File: config.mk
export PLATFORM = sky130hd
export DESIGN_NAME = divide_ratio_detector_flat
export DESIGN_NICKNAME = d
export VERILOG_FILES = /design/src/rtl/div_detect_pkg.sv /design/src/rtl/divide_ratio_detector_if.sv /design/src/rtl/edge_sync.sv /design/src/rtl/divide_ratio_detector.sv /design/src/flat_wrapper.sv
export SDC_FILE = /design/constraint.sdc
export NUM_CORES = 1
export LEC_CHECK = 0
export ABC_CLOCK_PERIOD_IN_PS = 3400
export CAP_MARGIN = 5
export CORE_MARGIN = 1.5
export CORE_UTILIZATION = 60
export CTS_CLUSTER_DIAMETER = 100
export DETAILED_ROUTE_END_ITERATION = 10
export HOLD_SLACK_MARGIN = 0.05
export PLACE_DENSITY = 0.83
export SYNTH_ARGS = -nofsm -noshare
export SYNTH_HDL_FRONTEND = slang
export SYNTH_HIERARCHICAL = 1
export SYNTH_SLANG_ARGS = --single-unit
File: constraint.sdc
create_clock -name clk -period 3.4 [get_ports clk]
set_input_delay 0.34 -clock clk [delete_from_list [all_inputs] [get_ports clk]]
set_output_delay 0.34 -clock clk [all_outputs]
set_load 0.05 [all_outputs]
File: src/rtl/div_detect_pkg.sv
// Shared types and helpers for the divided-clock ratio detector.
//   state_t    : measurement FSM states
//   DEF_*      : default counter width and lock depth
//   pow2_check : nonzero power-of-two test on a zero-extended count
//   pow2_log2  : bit index of a power-of-two count, 0 otherwise
package div_detect_pkg;

    typedef enum logic {
        IDLE    = 1'b0,
        MEASURE = 1'b1
    } state_t;

    localparam int DEF_CNT_W    = 8;
    localparam int DEF_LOCK_CNT = 4;

    // Helpers work on a fixed wide operand so any CNT_W up to this fits.
    localparam int POW2_MAX_W = 32;
    localparam int POW2_LOG_W = $clog2(POW2_MAX_W);

    function automatic logic pow2_check(input logic [POW2_MAX_W-1:0] p);
        return (p != '0) && ((p & (p - POW2_MAX_W'(1))) == '0);
    endfunction

    function automatic logic [POW2_LOG_W-1:0] pow2_log2(input logic [POW2_MAX_W-1:0] p);
        logic [POW2_LOG_W-1:0] r;
        r = '0;
        if (pow2_check(p)) begin
            for (int i = 0; i < POW2_MAX_W; i++) begin
                if (p[i]) r = POW2_LOG_W'(i);
            end
        end
        return r;
    endfunction

endpackage

File: src/rtl/divide_ratio_detector_if.sv
// Bundle between the signal source / result consumer and the detector.
//   sig_in       : divided-clock signal under measurement
//   period       : last rise-to-rise interval in clk cycles
//   high_time    : last rise-to-fall interval in clk cycles
//   period_valid : one-cycle pulse on each measurement update
//   locked       : LOCK_CNT consecutive equal periods seen
//   is_pow2      : period is a nonzero power of two
//   ratio_log2   : log2 of period when is_pow2, else 0
//   no_signal    : no rising edge for 2^CNT_W-1 cycles
// master = side that drives sig_in and consumes results; slave = detector.
interface divide_ratio_detector_if
    import div_detect_pkg::*;
#(
    parameter int CNT_W = DEF_CNT_W
);
    localparam int LOG_W = $clog2(CNT_W);

    logic             sig_in;
    logic [CNT_W-1:0] period;
    logic [CNT_W-1:0] high_time;
    logic             period_valid;
    logic             locked;
    logic             is_pow2;
    logic [LOG_W-1:0] ratio_log2;
    logic             no_signal;

    modport master (
        output sig_in,
        input  period, high_time, period_valid, locked, is_pow2, ratio_log2, no_signal
    );

    modport slave (
        input  sig_in,
        output period, high_time, period_valid, locked, is_pow2, ratio_log2, no_signal
    );

endinterface

File: src/rtl/edge_sync.sv
// Optional synchroniser chain plus one-cycle delay for edge detection.
//   clk, reset : clock and asynchronous active-low reset
//   sig_in     : raw input signal
//   sig_s      : sig_in after SYNC_STAGES flops (wire-through when 0)
//   rise, fall : single-cycle edge strobes of sig_s
module edge_sync #(
    parameter int SYNC_STAGES = 0
) (
    input  logic clk,
    input  logic reset,
    input  logic sig_in,
    output logic sig_s,
    output logic rise,
    output logic fall
);

    logic sig_q;

    generate
        if (SYNC_STAGES == 0) begin : g_direct
            assign sig_s = sig_in;
        end else begin : g_sync
            logic [SYNC_STAGES-1:0] chain;
            always_ff @(posedge clk or negedge reset) begin
                if (!reset) begin
                    chain <= '0;
                end else begin
                    chain[0] <= sig_in;
                    for (int i = 1; i < SYNC_STAGES; i++) chain[i] <= chain[i-1];
                end
            end
            assign sig_s = chain[SYNC_STAGES-1];
        end
    endgenerate

    always_ff @(posedge clk or negedge reset) begin
        if (!reset) sig_q <= 1'b0;
        else        sig_q <= sig_s;
    end

    assign rise = sig_s & ~sig_q;
    assign fall = ~sig_s & sig_q;

endmodule

File: src/rtl/divide_ratio_detector.sv
// Measures period and high time of a divided clock in clk cycles, reports
// whether the period is a power of two (with its log2), asserts lock after
// LOCK_CNT equal periods and flags loss of signal after 2^CNT_W-1 cycles
// without a rising edge.
//   clk   : system clock
//   reset : asynchronous active-low reset, clears all state
//   bus   : detector side of divide_ratio_detector_if (sig_in in, results out)
module divide_ratio_detector
    import div_detect_pkg::*;
#(
    parameter int CNT_W       = DEF_CNT_W,
    parameter int LOCK_CNT    = DEF_LOCK_CNT,
    parameter int SYNC_STAGES = 0
) (
    input  logic                   clk,
    input  logic                   reset,
    divide_ratio_detector_if.slave bus
);

    localparam int               LOG_W   = $clog2(CNT_W);
    localparam int               RUN_W   = $clog2(LOCK_CNT + 1);
    localparam logic [CNT_W-1:0] CNT_MAX = '1;
    localparam logic [RUN_W-1:0] RUN_MAX = RUN_W'(LOCK_CNT);

    function automatic logic [CNT_W-1:0] sat_inc(input logic [CNT_W-1:0] v);
        return (v == CNT_MAX) ? v : v + CNT_W'(1);
    endfunction

    function automatic logic [RUN_W-1:0] run_next(input logic [RUN_W-1:0] r, input logic same);
        if (!same)        return RUN_W'(1);
        if (r == RUN_MAX) return r;
        return r + RUN_W'(1);
    endfunction

    logic sig_s, rise, fall;

    edge_sync #(.SYNC_STAGES(SYNC_STAGES)) u_edge (
        .clk    (clk),
        .reset  (reset),
        .sig_in (bus.sig_in),
        .sig_s  (sig_s),
        .rise   (rise),
        .fall   (fall)
    );

    // ---- stage p0: free-running interval counters ----
    logic [CNT_W-1:0] cnt_p0, hcnt_p0, hlat_p0;
    logic             fall_seen_p0;

    always_ff @(posedge clk or negedge reset) begin
        if (!reset) begin
            cnt_p0       <= '0;
            hcnt_p0      <= '0;
            hlat_p0      <= '0;
            fall_seen_p0 <= 1'b0;
        end else begin
            cnt_p0 <= rise ? CNT_W'(1) : sat_inc(cnt_p0);
            if (rise)       hcnt_p0 <= CNT_W'(1);
            else if (sig_s) hcnt_p0 <= sat_inc(hcnt_p0);
            if (rise) begin
                fall_seen_p0 <= 1'b0;
            end else if (fall) begin
                fall_seen_p0 <= 1'b1;
                hlat_p0      <= hcnt_p0;
            end
        end
    end

    // A rise in the same cycle always takes priority over the timeout.
    logic timeout;
    assign timeout = (cnt_p0 == CNT_MAX) && !rise;

    state_t state_q, state_d;
    logic   do_measure, do_arm, do_clear;

    always_ff @(posedge clk or negedge reset) begin
        if (!reset) state_q <= IDLE;
        else        state_q <= state_d;
    end

    always_comb begin
        state_d = state_q;
        case (state_q)
            IDLE:    if (rise)    state_d = MEASURE;
            MEASURE: if (timeout) state_d = IDLE;
            default:              state_d = IDLE;
        endcase
    end

    always_comb begin
        do_measure = 1'b0;
        do_arm     = 1'b0;
        do_clear   = timeout;
        case (state_q)
            IDLE:    do_arm     = rise;
            MEASURE: do_measure = rise;
            default: ;
        endcase
    end

    // ---- stage p1: registered results ----
    logic [CNT_W-1:0] period_p1, high_p1;
    logic [LOG_W-1:0] log2_p1;
    logic             vld_p1, locked_p1, pow2_p1, nosig_p1;
    logic [RUN_W-1:0] run_q, run_d;

    assign run_d = run_next(run_q, cnt_p0 == period_p1);

    always_ff @(posedge clk or negedge reset) begin
        if (!reset) begin
            period_p1 <= '0;
            high_p1   <= '0;
            log2_p1   <= '0;
            vld_p1    <= 1'b0;
            locked_p1 <= 1'b0;
            pow2_p1   <= 1'b0;
            nosig_p1  <= 1'b0;
            run_q     <= '0;
        end else begin
            vld_p1 <= do_measure;
            if (do_measure) begin
                period_p1 <= cnt_p0;
                // Without a fall since the last rise the high phase never ended.
                high_p1   <= fall_seen_p0 ? hlat_p0 : hcnt_p0;
                pow2_p1   <= pow2_check(POW2_MAX_W'(cnt_p0));
                log2_p1   <= LOG_W'(pow2_log2(POW2_MAX_W'(cnt_p0)));
                run_q     <= run_d;
                locked_p1 <= (run_d == RUN_MAX);
            end else if (do_clear) begin
                period_p1 <= '0;
                high_p1   <= '0;
                pow2_p1   <= 1'b0;
                log2_p1   <= '0;
                run_q     <= '0;
                locked_p1 <= 1'b0;
                nosig_p1  <= 1'b1;
            end else if (do_arm) begin
                nosig_p1  <= 1'b0;
            end
        end
    end

    assign bus.period       = period_p1;
    assign bus.high_time    = high_p1;
    assign bus.period_valid = vld_p1;
    assign bus.locked       = locked_p1;
    assign bus.is_pow2      = pow2_p1;
    assign bus.ratio_log2   = log2_p1;
    assign bus.no_signal    = nosig_p1;

endmodule

File: src/flat_wrapper.sv
// flat-port wrapper written by rule: the top's interface ports become plain ports
module divide_ratio_detector_flat import div_detect_pkg::*;
#(
    parameter int CNT_W       = DEF_CNT_W,
    parameter int LOCK_CNT    = DEF_LOCK_CNT,
    parameter int SYNC_STAGES = 0
)
  (clk, reset, bus_sig_in, bus_period, bus_high_time, bus_period_valid, bus_locked, bus_is_pow2, bus_ratio_log2, bus_no_signal);
  divide_ratio_detector_if #(.CNT_W(CNT_W)) bus_i ();
  input  logic clk;
  input  logic reset;
  input wire logic [$bits(bus_i.sig_in)-1:0] bus_sig_in;
  output wire logic [$bits(bus_i.period)-1:0] bus_period;
  output wire logic [$bits(bus_i.high_time)-1:0] bus_high_time;
  output wire logic [$bits(bus_i.period_valid)-1:0] bus_period_valid;
  output wire logic [$bits(bus_i.locked)-1:0] bus_locked;
  output wire logic [$bits(bus_i.is_pow2)-1:0] bus_is_pow2;
  output wire logic [$bits(bus_i.ratio_log2)-1:0] bus_ratio_log2;
  output wire logic [$bits(bus_i.no_signal)-1:0] bus_no_signal;
  assign bus_i.sig_in = bus_sig_in;
  assign bus_period = bus_i.period;
  assign bus_high_time = bus_i.high_time;
  assign bus_period_valid = bus_i.period_valid;
  assign bus_locked = bus_i.locked;
  assign bus_is_pow2 = bus_i.is_pow2;
  assign bus_ratio_log2 = bus_i.ratio_log2;
  assign bus_no_signal = bus_i.no_signal;
  divide_ratio_detector #(.CNT_W(CNT_W), .LOCK_CNT(LOCK_CNT), .SYNC_STAGES(SYNC_STAGES)) u_core (.clk(clk), .reset(reset), .bus(bus_i));
endmodule
==> results of run 1 <==
-- synth_stat cells, drive strengths merged --
library cell  instances
mux2i                 9
o21ai                21
a311o                 1
o21bai                2
and3                  2
nand3                 6
o2111ai               2
nor3                  6
or3                   5
xnor2                 2
a22o                  7
buf                   9
nor4                  2
nand2b                4
maj3                  1
nor4b                 3
a21o                  2
a21oi                10
or4                   1
clkbuf                6
mux2                  8
o31ai                 4
nor2b                 2
and4b                 1
nand4                 3
and2b                 1
nor3b                 1
o22ai                 1
a211oi                2
a31oi                 4
or2                   3
xor2                 10
nor2                 17
o31a                  1
inv                  11
nand2                25
nand3b                1
dfrtp                53
ha                    5
-- worst paths after layout --
check / from / endpoint / slack [ps]
min in group clk: u_core/bus.is_pow2 / u_core/bus.is_pow2 / 490
worst max-delay path: bus_sig_in / u_core/run_q[0] / 1160
max in group asynchronous: reset / u_core/cnt_p0[1] / 2570
worst min register to register: u_core/bus.is_pow2 / u_core/bus.is_pow2 / 490
worst max register to register: u_core/cnt_p0[0] / u_core/run_q[0] / 1300
worst min-delay path: reset / u_core/state_q / 60
-- sequential cells by signal, summed over array words and instances, names as in the netlist, 3 cells and up --
name,count
u_core/bus.high_time,8
u_core/cnt_p0,8
u_core/hcnt_p0,8
u_core/bus.period,8
u_core/bus.ratio_log2,3
u_core/hlat_p0,8
u_core/run_q,3
-- cells by family (layout without fill, tap and decap cells) --
kind of cell,after synthesis,count (layout),synth area share (%)
flip-flops,53,53,50.9
buffers and inverters,26,48,4.32
XOR/XNOR,12,12,4.03
adder cells (fa/ha/maj),6,6,2.83
multiplexers,17,17,6.91
AO/OA/AOI/OAI,57,57,14.8
AND/OR/NAND/NOR,83,83,16.2
-- area by class of cell --
cell class	instances	area, µm²
Sequential cell	53	1330
Inverter	11	41.3
Clock inverter	2	13.8
Clock buffer	6	72.6
Tap cell	50	62.6
Multi-Input combinational cell	175	1170
Timing Repair Buffer	29	275
Fill cell	314	1130
-- power breakdown --
| part | internal [mW] | switching [mW] |
|---|---|---|
| registers | 0.741 | 0.139 |
| logic | 0.251 | 0.385 |
| clock network | 0.147 | 0.202 |
-- through the flow --
stage | worst slack, ps | utilization (%)
5_1_grt | 959 | 72.4
3_5_place_dp | 829 | 70.3
3_3_place_gp | 890 | 70.3
4_1_cts | 1150 | 72.4
2_1_floorplan | 1740 | -
6_report | 1160 | 72.4
-- layer usage --
layer | global-route usage (%) | wire, µm | up-vias
li1 | - | - | 933
met1 | 33.4 | 2330 | 908
met2 | 37.5 | 2290 | 51
met3 | 5.52 | 297 | 4
met4 | 7.35 | 58 | 0
met5 | 0 | 0 | -
==> results.md, run 1 <==
* Root buffer cell: clkbuf_8
* Final hold viol count at 0
* CP Depth at 8
* IO Pins at 26
* Top cell type's share of synthesized area at between 50% and 60%
* Fmax at 447 MHz
* Crit start category: primary input
* Measured slew at the worst slew-check pin at around 850 ps
* Max-slew violations at 0
* Top cells by area, synth: dfrtp_1 (51%), nand2_1 (3.6%), mux2i_1 (3.5%), mux2_2 (3.5%), xor2_1 (3.4%)
* Initial Util at 63.8%
* Hold buffers post-CTS at 0
* GRT overflow at 0
* R2R cell count at 5
* Setup TNS at 0 ps
* Reg clk slew, reported paths at ~100 ps
* DP Cell Count at 318
* Type of destination of the critical path: flop
* Clk sink count at 53
* Area grow syn2layout at 13.5%
* Final worst clock skew at 9.56 ps
* Max incr delay on CP at 720 ps
* CP Cell Sequence: clkdlybuf4s50_1, nor2b_1, buf_4, nand2_1, buf_4, o31a_1, a31oi_1, o22ai_1
* CTS Buffer Depth at 2
* Critical Path RT at between 3000 and 4000 ps
* WP data arrival at ~2500 ps
* FF+latch count, synth at 53
* Mean post-synth cell area at 10.3 µm²
* Worst path bufs/invs at 3
* Cell variety after synth at 47
* Antenna cell count at 0
* Clk_lat worst skew at between 300 and 400 ps
* PostCTS Resize Cnt at 0
* First-pass GRT wire length at 8370 µm
* Finished Layout Cells at between 300 and 400
* Max-Cap Viols at 0
* Initial DRC Count at 118
* Synth Net Count at about 260
* Vias at approximately 1900
* PnR Total Power at 1.87 mW
* Layout Nets at approximately 280
* Layout cells sized above 1 at 9.78%
* Max-Slew Margin vs Limit at 43.4%
* HPWL after DPL at 3540 µm
* Yosys Warn Count at 6
* Port bufs at 25
* Status: complete, no violations
* Post-synthesis sequential area ratio at 50.9%
* Via density at around 5.8
* Synthesized area at 2610 µm²
* Routability congestion estimate from global placement at 0.859
* Largest net degree at the start of global routing at 32
* Routed WL at 4970 µm
* TritonCTS Buffers at 5
* Most common cell after layout, fill and taps aside: dfrtp_1
* Leak at 1.33 nW
* PD cells at 630 nW/µm²
* Hold WC Path Type: in -> async
* TritonCTS clock tree: yes
* Cells after Synth at 254
* Drt drc at 0
* CP max-delay cell: o31a_1
* Postcts setup bufs at 0
* Number of global-route vias before repair at around 1800
* Most Frequent Cell on Critical Path: buf_4
* Row count at 23
* Antenna Nets Post-Route at 0
* RSZ-0062 raised after global routing: no
* Initial antenna violation count at 0
* Period utilisation layout at 65.8%
* Most frequent cells in the layout: dfrtp_1 (53), nand2_1 (25), clkdlybuf4s50_1 (24), nor2_1 (17), o21ai_1 (17)
* Placed cell areas at 2870 µm²
* CP Max Fanout at 24
* Core box area at a little over 4000 µm²
* Synth area leader: dfrtp_1
* Die Y at 68.9 µm
* Overall routing resource usage at approximately a quarter
* Minimum hold slack at 64.2 ps
* DIE AREA at ~4700 µm²
* Per-cell routed wire length at 15.2 µm
* Crit path max-delay family: compound AO/OA/AOI/OAI gates
* Fin area at 2960 µm²
* TritonRoute pass-1 iters at 4
* CTS H-tree depth at 2
* Critical path class: in -> reg
* Die X at 68.9 µm
* Final setup violating endpoints at 0
* Worst VDD drop at 0.000341 V
* Min Tclk post-route at 2240 ps
Power figures use the tool's default switching activity.
==> run 2, diff against run 1 <==
ABC_CLOCK_PERIOD_IN_PS = 1950   (was 3400)
CORE_UTILIZATION = 51   (was 60)
PLACE_DENSITY = 0.75   (was 0.83)
clock period = 1.95 ns   (was 3.4 ns; I/O delays follow)
==> run 2 against run 1 <==
Against the previous run: combinational power up 92%; clock-buffer cell count is 1 lower; hold slack gained 330 ps; register-to-register slack worse by 1100 ps.
==> results.md, run 2 (synthesis results as in run 1) <==
* Max-Cap Viols at 0 (unchanged)
* Crit start category: flop
* IO Pins at 26 (unchanged)
* Vias at 1945 (+2.6%)
* Met1 WL at 2490 µm (+7.1%)
* GRT overflow at 0 (unchanged)
* Routed WL at 4930 µm (-0.78%)
* Switching Fraction at 38.2% (-0.73 points)
* Sw Pwr at 1.26 mW (+73%)
* PD cells at 1050 nW/µm² (+66%)
* Max-Slew Margin vs Limit at 63.7% (+20 points)
* Status: complete, no violations
* Measured slew at the worst slew-check pin at 545 ps (-304 ps)
* Placed cell areas at 3060 µm² (+6.5%)
* Postcts setup bufs at 0 (unchanged)
* Initial Util at 54.1% (-9.7 points)
* Int Power at 2.03 mW (+78%)
* Initial antenna violation count at 0 (unchanged)
* Period utilisation layout at 90.8%
* Finished Layout Cells at 359 (+10%)
* Port bufs at 25 (unchanged)
* R2R cell count at 5 (unchanged)
* Layout cells sized above 1 at 14.7% (+4.9 points)
* Type of destination of the critical path: flop
* Worst r2r src: u_core/hcnt_p0[0]
* Met2 WL at 2220 µm (-3.1%)
* Die Y at 74.5 µm (+8.1%)
* Critical Path RT at 2180 ps (-1450 ps)
* Final hold viol count at 0 (unchanged)
* Fmax at 565 MHz
* Clk sink count at 53 (unchanged)
* Minimum hold slack at 394 ps (+330 ps)
* TritonCTS Buffers at 5 (unchanged)
* Via density at 5.42 (-6.8%)
* Final setup violating endpoints at 0 (unchanged)
* Core box area at 4820 µm² (+18%)
* Sequential power share at 45.5% (-1.7 points)
* Worst VDD drop at 0.000423 V (+24%)
* Fin area at 3140 µm² (+6.2%)
* Drt drc at 0 (unchanged)
* Clock power share at 17.3% (-1.4 points)
* TritonCTS clock tree: yes
* Min Tclk post-route at 1770 ps
* FILL cells at 403 (+28%)
* Combinational share of power at 37.2% (+3.1 points)
* TritonRoute pass-1 iters at 4 (unchanged)
* Row count at 25 (+8.7%)
* Final worst clock skew at 6.45 ps (-3.11 ps)
* DP Cell Count at 352 (+11%)
* Area grow syn2layout at 20.6%
* Hold WC Path Type: in -> async
* R2R Setup Slk at 180 ps (-1120 ps)
* WP data arrival at 2000 ps (-460 ps)
* Max-slew violations at 0 (unchanged)
* RSZ-0062 raised after global routing: no
* Die X at 74.5 µm (+8.1%)
* Per-cell routed wire length at 13.7 µm (-9.9%)
* CTS H-tree depth at 2 (unchanged)
* PnR Total Power at 3.29 mW (+76%)
* Number of global-route vias before repair at 1689 (-4.3%)
* Top routing layer in use: met4
* CP Max Fanout at 10 (-58%)
* Most frequent cells in the layout: dfrtp_1 (53), nand2_1 (25), clkdlybuf4s50_1 (24), buf_4 (18)
* Critical path class: reg -> reg
* Clk_lat worst skew at 300 ps (about the same)
* Root buffer cell: clkbuf_8
* Routability congestion estimate from global placement at 0.819 (-4.6%)
* Antenna cell count at 0 (unchanged)
* Leak at 1.43 nW (+7.5%)
* Setup TNS at 0 ps (unchanged)
* Worst R2R End: u_core/hcnt_p0[7]
* Overall routing resource usage at 19.6% (-4.4 points)
* Largest net degree at the start of global routing at 33 (+3.1%)
* CTS Buffer Depth at 2 (unchanged)
* HPWL after DPL at 3600 µm (+1.7%)
* Met3 routed WL at 159 µm (-46%)
* Antenna Nets Post-Route at 0 (unchanged)
* DIE AREA at 5550 µm² (+17%)
* First-pass GRT wire length at 8180 µm (-2.3%)
* Reg clk slew, reported paths at 90 ps (about the same)
* Layout Nets at 301 (+6.4%)
* Most common cell after layout, fill and taps aside: dfrtp_1
* Initial DRC Count at 106 (-10%)
-- run 2: cell types whose count changed in the layout (fill, tap and decap cells not counted) --
cell / before / now
inv_6: 1 / 0
dlygate4sd3_1: 0 / 1
buf_4: 4 / 18
buf_12: 0 / 3
clkbuf_1: 1 / 0
-- run 2: worst max-delay path, stage by stage (launching register included) --
cell     delay, ps
dfrtp_1        440
ha_1           250
nand3_1        170
o31ai_4        150
or4_1          520
a21oi_1        150
-- run 2: cell type report --
cell class / count / area [µm²] / share of cell area (%)
inverter: 11 / 41.3 / 1.31
sequential: 53 / 1330 / 42.2
clock inverter: 1 / 5.00 / 0.159
tap: 67 / 83.8 / 2.67
timing repair buffer: 47 / 450 / 14.3
clock buffer: 5 / 68.8 / 2.19
multi-input combinational: 175 / 1170 / 37.1
-- run 2: worst max-delay path by stage --
stage	start	end	slack, ps	cells after the start
after floorplan	u_core/cnt_p0[0]	u_core/bus.high_time[0]	290	6
after global placement	bus_sig_in	u_core/bus.period[3]	80	6
after detailed placement	bus_sig_in	u_core/bus.high_time[5]	30	6
after CTS	u_core/cnt_p0[0]	u_core/bus.period[7]	190	5
after global routing	u_core/hcnt_p0[1]	u_core/hcnt_p0[4]	50	5
final	u_core/hcnt_p0[0]	u_core/hcnt_p0[7]	180	5
-- run 2: timing repair --
action	4_1_cts	5_1_grt
hold buffers	1	0
gates resized for setup	0	0
hold endpoints to repair	21	0
-- run 2: per-layer routing --
| metal | vias to the layer above | GRT usage, % |
|---|---|---|
| li1 | 965 | - |
| met1 | 935 | 29.3 |
| met2 | 40 | 28.9 |
| met3 | 5 | 4.07 |
| met4 | 0 | 6.06 |
| met5 | - | 0 |
-- run 2: metrics by stage --
stage	util, %	setup slack (ps)
global placement	63.5	75.8
CTS	65.2	185
detailed placement	63.5	31.9
floorplan	-	292
global route	65.2	48.0
finish	65.2	180
-- run 2: power groups by stage --
stage | sequential (mW) | combinational (mW) | clock (mW)
after floorplan | 1.76 | 0.570 | 0
after global placement | 1.51 | 1.20 | 0
after detailed placement | 1.52 | 1.23 | 0
after CTS | 1.49 | 1.23 | 0.581
after global routing | 1.53 | 1.33 | 0.627
final | 1.50 | 1.22 | 0.567
